==> src/rtl/mtr_gate_drv.sv <==
// Motor gate driver: 11-bit PWM, per-phase select decode and dead-time
// insertion producing six FET gate enables (green, yellow, blue phases).
module mtr_gate_drv #(
    parameter int DEAD_CYC = 32
) (
    input  logic        clk,
    input  logic        rst_n,
    input  logic [10:0] duty,
    input  logic [1:0]  selGrn,
    input  logic [1:0]  selYlw,
    input  logic [1:0]  selBlu,
    output logic        highGrn,
    output logic        lowGrn,
    output logic        highYlw,
    output logic        lowYlw,
    output logic        highBlu,
    output logic        lowBlu,
    output logic        pwm_synch
);

    localparam logic [1:0]  SEL_HI_Z   = 2'b00;
    localparam logic [1:0]  SEL_R_CURR = 2'b01;
    localparam logic [1:0]  SEL_F_CURR = 2'b10;
    localparam logic [1:0]  SEL_R_BRK  = 2'b11;
    localparam logic [7:0]  DEAD_LIM   = 8'(DEAD_CYC);
    localparam logic [10:0] CNT_LAST   = 11'h7FF;

    logic [10:0] cnt;
    logic [10:0] duty_q;
    logic        pwm;
    logic [2:0][1:0] sel;

    assign sel = {selBlu, selYlw, selGrn};

    // duty only reloads at the period boundary so a period is never torn
    always_ff @(posedge clk or negedge rst_n) begin
        if (!rst_n) begin
            cnt       <= '0;
            duty_q    <= '0;
            pwm       <= 1'b0;
            pwm_synch <= 1'b0;
        end else begin
            cnt       <= cnt + 11'd1;
            pwm       <= (cnt < duty_q);
            pwm_synch <= (cnt == '0);
            if (cnt == CNT_LAST) begin
                duty_q <= duty;
            end
        end
    end

    for (genvar p = 0; p < 3; p++) begin : g_phase
        logic [1:0] pair_d;
        logic [1:0] des_q;
        logic [7:0] dcnt;
        logic [1:0] gate_q;

        always_comb begin
            pair_d = 2'b00;
            case (sel[p])
                SEL_HI_Z:   pair_d = 2'b00;
                SEL_R_CURR: pair_d = {~pwm, pwm};
                SEL_F_CURR: pair_d = {pwm, ~pwm};
                SEL_R_BRK:  pair_d = {1'b0, pwm};
                default:    pair_d = 2'b00;
            endcase
        end

        // any change of the wanted pair, PWM edge or select step alike, restarts dead time
        always_ff @(posedge clk or negedge rst_n) begin
            if (!rst_n) begin
                des_q  <= 2'b00;
                dcnt   <= '0;
                gate_q <= 2'b00;
            end else if (pair_d != des_q) begin
                des_q  <= pair_d;
                dcnt   <= '0;
                gate_q <= 2'b00;
            end else if (dcnt != DEAD_LIM) begin
                dcnt   <= dcnt + 8'd1;
                gate_q <= 2'b00;
            end else begin
                gate_q <= (des_q == 2'b11) ? 2'b00 : des_q;
            end
        end
    end

    assign highGrn = g_phase[0].gate_q[1];
    assign lowGrn  = g_phase[0].gate_q[0];
    assign highYlw = g_phase[1].gate_q[1];
    assign lowYlw  = g_phase[1].gate_q[0];
    assign highBlu = g_phase[2].gate_q[1];
    assign lowBlu  = g_phase[2].gate_q[0];

endmodule

==> config.mk <==
export PLATFORM = sky130hd
export DESIGN_NAME = mtr_gate_drv
export DESIGN_NICKNAME = d
export VERILOG_FILES = /design/src/rtl/mtr_gate_drv.sv
export SDC_FILE = /design/constraint.sdc
export NUM_CORES = 1
export LEC_CHECK = 0
export CORE_MARGIN = 3
export CORE_UTILIZATION = 45
export CTS_BUF_LIST = sky130_fd_sc_hd__clkbuf_4 sky130_fd_sc_hd__clkbuf_8
export DETAILED_ROUTE_END_ITERATION = 8
export GPL_TIMING_DRIVEN = 0
export REMOVE_ABC_BUFFERS = 1
export SLEW_MARGIN = 5
export SYNTH_ARGS = -nofsm -noshare
export SYNTH_HDL_FRONTEND = slang
export SYNTH_SLANG_ARGS = --single-unit
==> constraint.sdc <==
create_clock -name clk -period 1.8 [get_ports clk]
set_clock_uncertainty 0.05 [all_clocks]
set_input_delay 0.45 -clock clk [delete_from_list [all_inputs] [get_ports clk]]
set_output_delay 0.45 -clock clk [all_outputs]
set_load 0.02 [all_outputs]
==> key figures <==
Outcome
  – Outcome: finished clean

CTS
  – CTS tree: yes
  – Clock latency on the worst-skew pair: 330 ps
  – Clock sink count: 60
  – H-tree levels: 3
  – Num CTS Buffers: 9
  – Number of buffers inserted by hold repair at cts: 0
  – Reg clk slew, reported paths: 70 ps
  – Max clock buf depth: 2
  – Clk Tree Root Cell: clkbuf_8

Worst setup path
  – Worst r2r dst: duty_q[4]
  – CP Buf/Inv Count: 1
  – CP Data Required Time: 1300 ps
  – Reg2reg setup slack: 90 ps
  – Critical Path Stages: 1
  – Worst setup SP type: flop
  – RR Startpoint: cnt[2]
  – Delay-heaviest family, CP: buffers and inverters
  – Crit path to: highBlu
  – Critical path fanouts, max: 1
  – CP endpoint kind: output pin
  – Worst setup path start: g_phase[2].gate_q[1]
  – Worst Setup Path Type: reg2out
  – CP Cell Sequence: clkdlybuf4s50_1
  – CP max stage delay: 600 ps
  – CP arrival: 1250 ps
  – Slowest CP cell: clkdlybuf4s50_1
  – Reg2Reg Depth: 5

STA
  – Final setup viols: 0
  – Period minus WS final: 1750 ps
  – Final worst-path cycle share: 97.1%
  – Fin. max-slew vios: 0
  – Peak Freq: 572 MHz
  – Slew headroom: 50.7%
  – Least-Margin Pin Slew: 740 ps
  – Unrepaired setup endpoints after global routing: true
  – Fin. Hold Viols: 0

Logic synthesis
  – Netlist cell types: 39
  – Syn Inst Count: 274
  – Flops & latches, synth: 60
  – Register area share after synthesis: 48.6%
  – Synthesized area: 0.00309 sq mm
  – Mapped Avg Cell Area: 11.3 sq um
  – Yosys warning total: 0

Routing
  – Drt first pass iters: 4
  – Post-Route WL: 5500 um
  – Starting DRT DRC Count: 69
  – Via count: 2,118
  – Final ANT Viol Nets: 0
  – Vias per cell: 5.35
  – # DRC: 0
  – Mean routed wirelength per cell: 13.9 um

Floorplan
  – Die X: 88.9 um
  – Io pins: 26
  – Std cell rows: 29
  – Core area: 0.00649 sq mm
  – Initial Util: 47.6%
  – Die Area: 0.00790 sq mm
  – Chip height: 88.9 um

Pwr
  – Sequential power share: 47.5%
  – Comb pwr share: 7.7%
  – Pwr/cell area: 778 mW/mm^2
  – Clk pwr share: 44.9%
  – Static leakage: 1.74 nW
  – Net switching power: 0.000677 W
  – Worst vdd ir: 379 uV
  – Sw Share: 22.7%
  – Int Pwr: 0.00231 W

Global route
  – Vias in the first global route: 2,094
  – Initial antenna violation count: 0
  – GRT Util Overall: 15.7%
  – First-pass GRT wire length: 9660 um
  – Total congestion overflow: 0
  – Largest net degree at the start of global routing: 61

Place
  – DP Cell Count: 374
  – Port Buffers: 25
  – Gpl congestion: 0.773
  – Detailed placement HPWL: 3520 um
  – Dpl cell area: 0.00341 sq mm

Job
  – Max-cap violations: 0

Finish
  – Layout cells sized above 1: 16.6%
  – Layout Nets: 351
  – Commonest non-fill, non-tap cell in the layout: dfrtp_1
  – Most frequent cells in the layout: dfrtp_1, inv_1, nor2_1
  – Post-route insts no fill: 396
  – Area Overhead vs Synth: 24.1%
  – # diodes: 0
  – Design Area, Final: 0.00384 sq mm

Min path
  – Hold Crit Class: in2async
## cells by family after synthesis
group | share of synthesized area [%]
simple gates | 19.2
flops | 48.6
xor+xnor | 8.50
buf+inv | 3.60
compound gates | 5.67
fa+ha+maj | 7.29
mux | 7.17
## layer usage
metal  part of all wire, %  GRT usage [%]  up-vias  wire, um
met1                    50           21.8     1027      2740
met2                    45           23.3       33      2460
met5                     0              0        -         0
li1                      -              -     1050         -
met3                   3.6           3.07        8       200
met4                   1.7           8.24        0        95
## worst register-to-register path, stage by stage, from the launching register on
cell and delay, ps:
dfrtp_1 490, and4_4 300, nand4_4 140, nor2_4 140, buf_12 160, mux2_4 310
## flip-flops by register name (all words and copies together), names as in the netlist
name            count
cnt                11
duty_q             11
g_phase.dcnt       24
g_phase.des_q       6
g_phase.gate_q      6
pwm                 1
pwm_synch           1
## final cells by class
class	instances	area, sq um
clock buffers	11	145
repair buffers	29	317
well taps	77	96.3
multi-input cells	191	1620
flip-flops and latches	60	1500
fillers	545	2660
clock inverters	5	75.1
inverters	23	86.3
## power by group through the flow
stage | sequential [W] | combinational (W) | clock, W
finish | 0.00142 | 0.000229 | 0.00134
global route | 0.00142 | 0.000260 | 0.00144
CTS | 0.00141 | 0.000217 | 0.00138
detailed placement | 0.00144 | 0.000196 | 0
global placement | 0.00144 | 0.000194 | 0
floorplan | 0.00143 | 0.000101 | 0
## synth_stat cells, drive strengths merged
cell type  count  area, sq um
nand3b         6         45.0
nand4          3         33.8
o211ai         1         7.51
a311o          3         30.0
nor4bb         3         30.0
ha            18          225
nand3         21          105
dfrtp         60         1500
a2111oi        1         8.76
nor4b          2         23.8
nor3           1         5.00
inv           23         86.3
o32ai          1         8.76
and4           1         11.3
buf            2         25.0
xor2          20          175
nor2b          1         6.26
o21a           2         15.0
o21ai          4         20.0
nand4b         2         17.5
nor4          12         75.1
and4b          1         10.0
a21oi          8         51.3
nor2          24         97.6
xnor2         10         87.6
nand2          5         18.8
mux2i          6         60.1
a211oi         1         7.51
nand2b        10         62.6
and3           8         51.3
mux2          11          161
o311ai         3         26.3
## repair_timing
item | 4_1_cts | 5_1_grt
pin swaps | 1 | 7
cloned | 0 | 2
buffers inserted | 3 | 1
setup endpoints to repair | 39 | 34
resized for setup | 7 | 19
## worst min-delay path by stage
stage,start,end,cells past startpoint
finish,rst_n,g_phase[0].dcnt[4],1
global route,rst_n,g_phase[0].dcnt[4],1
CTS,rst_n,g_phase[0].dcnt[4],1
detailed placement,duty_q[8],duty_q[8],1
global placement,duty_q[8],duty_q[8],1
floorplan,rst_n,cnt[0],0
## stage by stage
step	setup slack [ps]	total power (W)	hold slack [ps]	utilization, %	setup TNS [ps]
final	52.2	0.00298	139	59.1	0
after global routing	-19.9	0.00313	201	59.1	-19.9
after global placement	-1760	0.00163	448	52.5	-118480
after floorplan	99.2	0.00153	104	-	0
after detailed placement	-492	0.00163	442	52.5	-13500
after CTS	19.2	0.00301	155	57.3	0
No activity file was read; power rests on OpenSTA's default activity.
